### src/rtl/nabp_filtered_ram_fill_sequencer_if.sv
// Sequencer <-> filter / filtered-RAM swap control signal bundle.
interface nabp_filtered_ram_fill_sequencer_if #(
  parameter int unsigned kAngleLength        = 9,
  parameter int unsigned kSLength            = 9,
  parameter int unsigned kFilteredDataLength = 16
);
  logic [kSLength-1:0]            hs_s_val;
  logic                           filter_enable;
  logic                           filter_clear;
  logic [kFilteredDataLength-1:0] filter_out;
  logic                           wr_en;
  logic [kSLength-1:0]            wr_addr;
  logic [kFilteredDataLength-1:0] wr_data;
  logic [kAngleLength-1:0]        hs_angle;
  logic                           bank_ready;
  logic                           bank_ack;
  logic                           hs_has_next_angle;

  // Sequencer side.
  modport master (
    output hs_s_val, filter_enable, filter_clear, wr_en, wr_addr, wr_data, hs_angle,
           bank_ready, hs_has_next_angle,
    input  filter_out, bank_ack
  );

  // Filter / swap-control side.
  modport slave (
    input  hs_s_val, filter_enable, filter_clear, wr_en, wr_addr, wr_data, hs_angle,
           bank_ready, hs_has_next_angle,
    output filter_out, bank_ack
  );
endinterface

### src/rtl/nabp_filtered_ram_fill_sequencer.sv
// Per-angle filtered line fill: clear filter, sweep sinogram line, write the delayed
// filtered stream into the free bank, then offer the bank and step the angle.
module nabp_filtered_ram_fill_sequencer #(
  parameter int unsigned kAngleLength        = 9,
  parameter int unsigned kSLength            = 9,
  parameter int unsigned kFilteredDataLength = 16,
  parameter int unsigned kProjectionLineSize = 256,
  parameter int unsigned kFilterDelay        = 16,
  parameter int unsigned kAngleStep          = 1,
  parameter int unsigned kAngleLimit         = 180
) (
  input  logic clk_i,
  input  logic rst_ni,
  input  logic start_i,
  nabp_filtered_ram_fill_sequencer_if.master bus_io,
  output logic busy_o,
  output logic done_o
);

  localparam logic [kSLength-1:0]   LastAddr    = kSLength'(kProjectionLineSize - 1);
  localparam logic [kAngleLength:0] AngleStepW  = (kAngleLength + 1)'(kAngleStep);
  localparam logic [kAngleLength:0] AngleLimitW = (kAngleLength + 1)'(kAngleLimit);

  typedef enum logic [2:0] {
    StIdle,
    StClear,
    StSweep,
    StDrain,
    StWait,
    StFinished
  } state_e;

  state_e                  state_q, state_d;
  logic [kSLength-1:0]     rd_cnt_q, rd_cnt_d;
  logic [kSLength-1:0]     wr_cnt_q, wr_cnt_d;
  logic [kAngleLength-1:0] angle_q, angle_d;
  // Bit k set means an address issued k+1 cycles ago; the top bit lines up with filter_out.
  logic [kFilterDelay:0]   vld_q, vld_d;
  logic                    issue;
  logic                    write;
  logic [kAngleLength:0]   angle_next;
  logic                    has_next;

  assign write      = vld_q[kFilterDelay];
  // One extra bit so the limit compare cannot wrap.
  assign angle_next = {1'b0, angle_q} + AngleStepW;
  assign has_next   = (angle_next < AngleLimitW);

  // State, counters, angle and issue-tag pipeline.
  always_ff @(posedge clk_i or negedge rst_ni) begin
    if (!rst_ni) begin
      state_q  <= StIdle;
      rd_cnt_q <= '0;
      wr_cnt_q <= '0;
      angle_q  <= '0;
      vld_q    <= '0;
    end else begin
      state_q  <= state_d;
      rd_cnt_q <= rd_cnt_d;
      wr_cnt_q <= wr_cnt_d;
      angle_q  <= angle_d;
      vld_q    <= vld_d;
    end
  end

  // Next-state and counter update.
  always_comb begin
    state_d  = state_q;
    rd_cnt_d = rd_cnt_q;
    wr_cnt_d = wr_cnt_q;
    angle_d  = angle_q;
    issue    = 1'b0;

    // Write address advances on each write and parks on the last address of the line.
    if (write && (wr_cnt_q != LastAddr)) begin
      wr_cnt_d = wr_cnt_q + kSLength'(1);
    end

    unique case (state_q)
      StIdle, StFinished: begin
        if (start_i) begin
          state_d = StClear;
          angle_d = '0;
        end
      end
      StClear: begin
        rd_cnt_d = '0;
        wr_cnt_d = '0;
        state_d  = StSweep;
      end
      StSweep: begin
        issue = 1'b1;
        if (rd_cnt_q == LastAddr) begin
          state_d = StDrain;
        end else begin
          rd_cnt_d = rd_cnt_q + kSLength'(1);
        end
      end
      StDrain: begin
        if (write && (wr_cnt_q == LastAddr)) begin
          state_d = StWait;
        end
      end
      StWait: begin
        if (bus_io.bank_ack) begin
          if (has_next) begin
            angle_d = angle_next[kAngleLength-1:0];
            state_d = StClear;
          end else begin
            state_d = StFinished;
          end
        end
      end
      default: state_d = StIdle;
    endcase

    vld_d = {vld_q[kFilterDelay-1:0], issue};
  end

  // Outputs decode from registered state only (wr_data passes the filter through, gated).
  always_comb begin
    bus_io.hs_s_val          = rd_cnt_q;
    bus_io.filter_enable     = (state_q == StSweep) || (state_q == StDrain);
    bus_io.filter_clear      = (state_q == StClear);
    bus_io.wr_en             = write;
    bus_io.wr_addr           = wr_cnt_q;
    bus_io.wr_data           = write ? bus_io.filter_out : '0;
    bus_io.hs_angle          = angle_q;
    bus_io.bank_ready        = (state_q == StWait);
    busy_o                   = (state_q != StIdle) && (state_q != StFinished);
    bus_io.hs_has_next_angle = busy_o && has_next;
    done_o                   = (state_q == StFinished);
  end

endmodule

### src/flat_wrapper.sv
// flat-port wrapper written by rule: the top's interface ports become plain ports
module nabp_filtered_ram_fill_sequencer_flat 
#(
  parameter int unsigned kAngleLength        = 9,
  parameter int unsigned kSLength            = 9,
  parameter int unsigned kFilteredDataLength = 16,
  parameter int unsigned kProjectionLineSize = 256,
  parameter int unsigned kFilterDelay        = 16,
  parameter int unsigned kAngleStep          = 1,
  parameter int unsigned kAngleLimit         = 180
)
  (clk_i, rst_ni, start_i, busy_o, done_o, bus_io_hs_s_val, bus_io_filter_enable, bus_io_filter_clear, bus_io_wr_en, bus_io_wr_addr, bus_io_wr_data, bus_io_hs_angle, bus_io_bank_ready, bus_io_hs_has_next_angle, bus_io_filter_out, bus_io_bank_ack);
  nabp_filtered_ram_fill_sequencer_if #(.kAngleLength(kAngleLength), .kSLength(kSLength), .kFilteredDataLength(kFilteredDataLength)) bus_io_i ();
  input  logic clk_i;
  input  logic rst_ni;
  input  logic start_i;
  output logic busy_o;
  output logic done_o;
  output wire logic [$bits(bus_io_i.hs_s_val)-1:0] bus_io_hs_s_val;
  output wire logic [$bits(bus_io_i.filter_enable)-1:0] bus_io_filter_enable;
  output wire logic [$bits(bus_io_i.filter_clear)-1:0] bus_io_filter_clear;
  output wire logic [$bits(bus_io_i.wr_en)-1:0] bus_io_wr_en;
  output wire logic [$bits(bus_io_i.wr_addr)-1:0] bus_io_wr_addr;
  output wire logic [$bits(bus_io_i.wr_data)-1:0] bus_io_wr_data;
  output wire logic [$bits(bus_io_i.hs_angle)-1:0] bus_io_hs_angle;
  output wire logic [$bits(bus_io_i.bank_ready)-1:0] bus_io_bank_ready;
  output wire logic [$bits(bus_io_i.hs_has_next_angle)-1:0] bus_io_hs_has_next_angle;
  input wire logic [$bits(bus_io_i.filter_out)-1:0] bus_io_filter_out;
  input wire logic [$bits(bus_io_i.bank_ack)-1:0] bus_io_bank_ack;
  assign bus_io_hs_s_val = bus_io_i.hs_s_val;
  assign bus_io_filter_enable = bus_io_i.filter_enable;
  assign bus_io_filter_clear = bus_io_i.filter_clear;
  assign bus_io_wr_en = bus_io_i.wr_en;
  assign bus_io_wr_addr = bus_io_i.wr_addr;
  assign bus_io_wr_data = bus_io_i.wr_data;
  assign bus_io_hs_angle = bus_io_i.hs_angle;
  assign bus_io_bank_ready = bus_io_i.bank_ready;
  assign bus_io_hs_has_next_angle = bus_io_i.hs_has_next_angle;
  assign bus_io_i.filter_out = bus_io_filter_out;
  assign bus_io_i.bank_ack = bus_io_bank_ack;
  nabp_filtered_ram_fill_sequencer #(.kAngleLength(kAngleLength), .kSLength(kSLength), .kFilteredDataLength(kFilteredDataLength), .kProjectionLineSize(kProjectionLineSize), .kFilterDelay(kFilterDelay), .kAngleStep(kAngleStep), .kAngleLimit(kAngleLimit)) u_core (.clk_i(clk_i), .rst_ni(rst_ni), .start_i(start_i), .bus_io(bus_io_i), .busy_o(busy_o), .done_o(done_o));
endmodule
### config.mk
export PLATFORM = sky130hd
export DESIGN_NAME = nabp_filtered_ram_fill_sequencer_flat
export DESIGN_NICKNAME = d
export VERILOG_FILES = /design/src/rtl/nabp_filtered_ram_fill_sequencer_if.sv /design/src/rtl/nabp_filtered_ram_fill_sequencer.sv /design/src/flat_wrapper.sv
export SDC_FILE = /design/constraint.sdc
export NUM_CORES = 1
export LEC_CHECK = 0
export CAP_MARGIN = 15
export CORE_MARGIN = 1.5
export CORE_UTILIZATION = 51
export CTS_CLUSTER_SIZE = 10
export DETAILED_ROUTE_END_ITERATION = 10
export HOLD_SLACK_MARGIN = 0.02
export PLACE_DENSITY = 0.9
export SYNTH_ARGS = -nofsm -noshare
export SYNTH_HDL_FRONTEND = slang
export SYNTH_SLANG_ARGS = --single-unit
### constraint.sdc
create_clock -name clk_i -period 6.25 [get_ports clk_i]
set_input_delay 1.25 -clock clk_i [delete_from_list [all_inputs] [get_ports clk_i]]
set_output_delay 1.25 -clock clk_i [all_outputs]
set_load 0.03 [all_outputs]
==> results of run 1 <==
[critical path: stages (launching register included)]
cell and delay [ns]:
dfrtp_1 0.44, ha_1 0.32, nand2_1 0.10, nor3_2 0.17, mux2i_1 0.78, and3_1 0.27
clkdlybuf4s50_1 0.67
[per-layer routing]
metal,vias to the layer above,part of all wire,GRT usage
li1,973,-,-
met1,949,0.40,0.276
met2,110,0.49,0.335
met3,18,0.081,0.0613
met4,0,0.030,0.0881
met5,-,0,0
[registers in the layout, indices dropped and copies added, names as in the netlist]
name / cells
u_core.bus_io.hs_s_val: 9
u_core.bus_io.wr_addr: 9
u_core.state_q: 3
u_core.bus_io.hs_angle: 9
u_core.vld_q: 17
[cells in the mapped netlist, types with 7 or more instances]
cell type	instances
o21ai_0	10
nand3_1	8
nand4_1	7
nor2_1	24
and3_1	9
nand2b_1	8
dfrtp_1	47
nand2_1	25
xor2_1	10
inv_1	8
and2_1	18
[stage by stage]
step / instances / hold WS (ns) / util
6_report: 363 / 0.349 / 0.727
5_1_grt: 363 / 0.359 / 0.727
4_1_cts: 362 / 0.358 / 0.723
3_5_place_dp: 354 / 0.338 / 0.696
3_3_place_gp: 354 / 0.333 / 0.696
2_1_floorplan: 243 / 0.331 / -
[cell families (layout without fill, tap and decap cells)]
logic type,after synthesis,after routing,share of synthesized area
buf+inv,19,87,0.0348
fa+ha+maj,5,5,0.0264
simple gates,117,117,0.266
xor+xnor,12,12,0.0443
mux,4,4,0.0174
flops,47,47,0.496
compound gates,39,39,0.115
[final timing paths]
kind                                                            start                                     to  slack [ns]  cells after the start
max in group asynchronous                                      rst_ni             u_core.vld_q[13]$_DFF_PN0_        5.06                      2
min in group asynchronous                                      rst_ni  u_core.bus_io.hs_s_val[6]$_DFFE_PN0P_        0.74                      1
worst max register to register   u_core.bus_io.wr_addr[0]$_DFFE_PN0P_   u_core.bus_io.wr_addr[7]$_DFFE_PN0P_        3.50                      9
worst min-delay path                        u_core.vld_q[9]$_DFF_PN0_             u_core.vld_q[10]$_DFF_PN0_        0.35                      0
worst min register to register              u_core.vld_q[9]$_DFF_PN0_             u_core.vld_q[10]$_DFF_PN0_        0.35                      0
worst max-delay path            u_core.bus_io.hs_angle[0]$_DFFE_PN0P_               bus_io_hs_has_next_angle        1.95                      6
[power by group through the flow]
| stage | combinational [mW] | sequential, mW | clock (mW) |
|---|---|---|---|
| global placement | 0.472 | 0.501 | 0 |
| global route | 0.521 | 0.518 | 0.247 |
| detailed placement | 0.485 | 0.505 | 0 |
| CTS | 0.491 | 0.502 | 0.232 |
| finish | 0.487 | 0.500 | 0.228 |
| floorplan | 0.224 | 0.562 | 0 |
[cell type report]
cell class	instances	area share
Clock inverter	3	0.0148
Multi-Input combinational cell	177	0.347
Tap cell	52	0.0203
Inverter	9	0.0105
Sequential cell	47	0.366
Timing Repair Buffer	70	0.220
Clock buffer	5	0.0214
==> summary.md, run 1 <==
| Metric | Value |
|---|---|
| Fin area | `3210 sq um` |
| Relative slew slack | `0.332` |
| Routed wire length | `5230 um` |
| Post-synth cell types | `47` |
| Filler Cell Count | `310` |
| DRC viols | `0` |
| Root Driver | `clkbuf_8` |
| Period utilisation layout | `0.688` |
| CTS tree | `built` |
| Final setup margin | `1.95 ns` |
| Largest net degree at the start of global routing | `48` |
| Worst slew pin tran | `0.998 ns` |
| Maximum clock frequency | `233 MHz` |
| Die area | `5070 sq um` |
| Share of total power in sequential cells | `0.412` |
| Yosys top cell area share | `0.496` |
| Register area | `1180 sq um` |
| Critical path type | `flop to primary output` |
| Post-Syn Nets | `268` |
| DP Area | `3070 sq um` |
| Clock Sinks | `47` |
| Tot Pwr | `1.22 mW` |
| P_leak | `1.35 nW` |
| Multi-input gate area | `1110 sq um` |
| Dominant cells by area after synthesis | `dfrtp_1 50%, and2_1 4.7%, nand2_1 4.0%` |
| Final slew viol count | `0` |
| Required @ worst endpoint | `5.00 ns` |
| Clock skew | `0.0127 ns` |
| Vias in the first global route | `1,812` |
| Critical Path Source Type | `flop` |
| Syn_area_per_cell | `9.76 sq um` |
| Initial DRT Pass Iterations | `4` |
| Commonest non-fill, non-tap cell in the layout | `clkdlybuf4s50_1` |
| # hold bufs at CTS | `0` |
| Synthesis warning total | `0` |
| Iter 0 DRT Violations | `165` |
| RSZ-0062 raised after global routing | `false` |
| Status | `completed` |
| Switching Share | `0.393` |
| Clk pwr share | `0.188` |
| Final Setup Violations | `0` |
| Gp weighted congestion | `0.882` |
| Hold WC Path Type | `flop to flop` |
| Synth Register Bits | `47` |
| PostCTS Resize Cnt | `0` |
| Dominant synthesized flop cell | `dfrtp_1` |
| H-tree depth | `2` |
| Gate Count Post-Synth | `243` |
| Sw power | `0.478 mW` |
| Area leader, netlist | `dfrtp_1` |
| Vias/cell | `5.65` |
| Initial antenna violation count | `0` |
| P&R area growth vs syn | `35.4%` |
| Fin crit period | `4.30 ns` |
| TritonCTS Buffers | `5` |
| # nets final | `335` |
| WL/cell | `14.4 um` |
| Most frequent cells in the layout | `68 x clkdlybuf4s50_1, 47 x dfrtp_1, 25 x nand2_1, 24 x nor2_1, 18 x and2_1` |
| Port Buffers | `69` |
| Final Hold Fails | `0` |
| Die Y | `71.2 um` |
| Pwr dens | `379 nW/um^2` |
| Core area | `4410 sq um` |
| Worst-Skew Late Latency | `0.31 ns` |
| Chip width | `71.2 um` |
| Register area share after synthesis | `0.496` |
| GRT Total Usage | `0.213` |
| First-pass GRT wire length | `8500 um` |
| Internal Pwr Total | `0.738 mW` |
| Max-cap violation count | `0` |
| ANT nets after route | `0` |
| Ant. Diodes | `0` |
| Post-synth EDFFs | `0` |
| # IOs | `70` |
| Worst VDD drop | `265 uV` |
| Initial Utilization | `0.537` |
| Row cnt | `24` |
| Combinational power share | `0.401` |
| Clk pin slew, worst setup/hold paths | `0.09 ns` |
| Post-CTS Repair Setup Buffers | `0` |
| Pre-CTS setup slack | `2.32 ns` |
| Worst Setup End Kind | `primary output` |
| CP Data Arrival Time | `3.05 ns` |
| Post-synthesis async set-or-reset flop share | `1.00` |
| Routed vias | `2,050` |
| DP HPWL | `3790 um` |
| Congestion Overflow GR | `0` |
| Cell area after synthesis | `2370 sq um` |
| CTS Buffer Depth | `2` |
| Share of cells above drive strength 1 | `0.0611` |
| Setup Total Neg Slack | `0 ns` |
| Critical path peak fanout | `12` |
Power figures use the tool's default switching activity.
==> inputs of run 2 (changes only) <==
--- a/config.mk
+++ b/config.mk
@@ -7,11 +7,11 @@
 export LEC_CHECK = 0
 export CAP_MARGIN = 15
 export CORE_MARGIN = 1.5
-export CORE_UTILIZATION = 51
+export CORE_UTILIZATION = 47
 export CTS_CLUSTER_SIZE = 10
 export DETAILED_ROUTE_END_ITERATION = 10
 export HOLD_SLACK_MARGIN = 0.02
-export PLACE_DENSITY = 0.9
+export PLACE_DENSITY = 0.85
 export SYNTH_ARGS = -nofsm -noshare
 export SYNTH_HDL_FRONTEND = slang
 export SYNTH_SLANG_ARGS = --single-unit
==> constraint.sdc (replaced) <==
create_clock -name clk_i -period 4 [get_ports clk_i]
set_input_delay 0.8 -clock clk_i [delete_from_list [all_inputs] [get_ports clk_i]]
set_output_delay 0.8 -clock clk_i [all_outputs]
set_load 0.03 [all_outputs]
==> summary.md, run 2 (synthesis gave the netlist of run 1 again) <==
| Metric | Value |
|---|---|
| Status | `completed` |
| R2R cell count | `10` |
| CTS Buffer Depth | `2` |
| Most frequent cells in the layout | `68 x clkdlybuf4s50_1, 47 x dfrtp_1, 25 x nand2_1, 24 x nor2_1, 18 x and2_1` |
| Critical Path Source Type | `flop` |
| Register area | `1180 sq um` |
| Ant. Diodes | `0` |
| Placed cells | `372` |
| Period utilisation layout | `0.932` |
| # hold bufs at CTS | `0` |
| Gp weighted congestion | `0.802` |
| Largest register FFs | `17` |
| Final Hold Fails | `0` |
| Internal Pwr Total | `1.09 mW` |
| Initial antenna violation count | `0` |
| Smallest hold slack | `0.349 ns` |
| Worst reg2reg setup slack | `1.55 ns` |
| Core area | `4790 sq um` |
| Largest net degree at the start of global routing | `48` |
| Commonest non-fill, non-tap cell in the layout | `clkdlybuf4s50_1` |
| # nets final | `337` |
| Combinational power share | `0.414` |
| Congestion Overflow GR | `0` |
| RSZ-0062 raised after global routing | `false` |
| Origin of the worst setup path | `u_core.bus_io.hs_angle[0]$_DFFE_PN0P_` |
| Clk pin slew, worst setup/hold paths | `0.09 ns` |
| Reg-to-Reg Start | `u_core.bus_io.wr_addr[0]$_DFFE_PN0P_` |
| Top Metal Used | `met4` |
| Initial DRT Pass Iterations | `4` |
| Vias/cell | `5.31` |
| ANT nets after route | `0` |
| WL/cell | `13.3 um` |
| Fin area | `3210 sq um` |
| WL met1 | `2150 um` |
| CP Data Arrival Time | `2.93 ns` |
| Routed wire length | `5070 um` |
| Fin util | `0.670` |
| Clk pwr share | `0.160` |
| Most flop-heavy register | `u_core.vld_q` |
| Clock Sinks | `47` |
| Root Driver | `clkbuf_8` |
| P_leak | `1.34 nW` |
| Die area | `5480 sq um` |
| Critical path peak fanout | `13` |
| Die Y | `74.0 um` |
| Vias in the first global route | `1,753` |
| Clock skew | `0.0109 ns` |
| Pwr dens | `569 nW/um^2` |
| P&R area growth vs syn | `35.2%` |
| # IOs | `70` |
| Required @ worst endpoint | `3.20 ns` |
| Worst VDD drop | `474 uV` |
| Relative slew slack | `0.331` |
| H-tree depth | `2` |
| Row cnt | `25` |
| Wire length on met2 | `2430 um` |
| Worst slew pin tran | `1.00 ns` |
| Worst Setup End Kind | `primary output` |
| Share of cells above drive strength 1 | `0.0671` |
| First-pass GRT wire length | `7890 um` |
| Routed vias | `2,016` |
| Initial Utilization | `0.495` |
| Iter 0 DRT Violations | `104` |
| Critical path type | `flop to primary output` |
| Multi-input gate area | `1110 sq um` |
| Crit path to | `bus_io_hs_has_next_angle` |
| Fin crit period | `3.73 ns` |
| DP Area | `3110 sq um` |
| PostCTS Resize Cnt | `0` |
| Filler Cell Count | `392` |
| Port Buffers | `69` |
| Final Setup Violations | `0` |
| Hold WC Path Type | `flop to flop` |
| Switching Share | `0.401` |
| Worst r2r dst | `u_core.bus_io.wr_addr[7]$_DFFE_PN0P_` |
| Share of total power in sequential cells | `0.426` |
| Non-filler instance count after layout | `380` |
| Sw power | `0.731 mW` |
| Post-CTS Repair Setup Buffers | `0` |
| Chip width | `74.0 um` |
| GRT Total Usage | `0.192` |
| Wire length on met3 | `375 um` |
| Worst-Skew Late Latency | `0.31 ns` |
| Max-cap violation count | `0` |
| Setup Total Neg Slack | `0 ns` |
| DP HPWL | `3630 um` |
| DRC viols | `0` |
| TritonCTS Buffers | `5` |
| Maximum clock frequency | `268 MHz` |
| Final slew viol count | `0` |
| CTS tree | `built` |
## run 2: routing by layer
layer,global-route usage,vias up
li1,-,979
met1,0.237,958
met2,0.317,72
met3,0.0407,7
met4,0.101,0
met5,0,-
## run 2: how the worst min path moves through the flow
| stage | cells after the start | start | endpoint |
|---|---|---|---|
| after CTS | 0 | u_core.vld_q[6]$_DFF_PN0_ | u_core.vld_q[7]$_DFF_PN0_ |
| after global routing | 0 | u_core.vld_q[15]$_DFF_PN0_ | u_core.vld_q[16]$_DFF_PN0_ |
| final | 0 | u_core.vld_q[3]$_DFF_PN0_ | u_core.vld_q[4]$_DFF_PN0_ |
| after floorplan | 0 | u_core.vld_q[9]$_DFF_PN0_ | u_core.vld_q[10]$_DFF_PN0_ |
| after global placement | 0 | u_core.vld_q[6]$_DFF_PN0_ | u_core.vld_q[7]$_DFF_PN0_ |
| after detailed placement | 0 | u_core.vld_q[7]$_DFF_PN0_ | u_core.vld_q[8]$_DFF_PN0_ |
## run 2: area by class of cell
class                           instances  share of cell area
Sequential cell                        47               0.367
Multi-Input combinational cell        177               0.347
Timing Repair Buffer                   72               0.221
Tap cell                               67              0.0262
Clock buffer                            5              0.0215
Inverter                                9              0.0105
Clock inverter                          3             0.00703
## run 2: metrics by stage
stage	power [mW]	worst slack (ns)
CTS	1.84	0.283
global route	1.93	0.129
floorplan	1.23	1.18
global placement	1.53	0.689
finish	1.82	0.272
detailed placement	1.55	0.635
## run 2: power groups by stage
stage / clock network [mW] / registers (mW) / logic [mW]
floorplan: 0 / 0.878 / 0.351
CTS: 0.300 / 0.779 / 0.761
detailed placement: 0 / 0.786 / 0.759
global route: 0.317 / 0.805 / 0.812
finish: 0.292 / 0.777 / 0.755
global placement: 0 / 0.784 / 0.743
## run 2: critical path, cell delays in order, from the launching register on
cell	delay, ns
dfrtp_1	0.44
ha_1	0.32
nor2b_1	0.18
o211ai_1	0.17
o21ai_1	0.12
o211ai_2	0.50
and3_1	0.24
clkdlybuf4s50_1	0.66
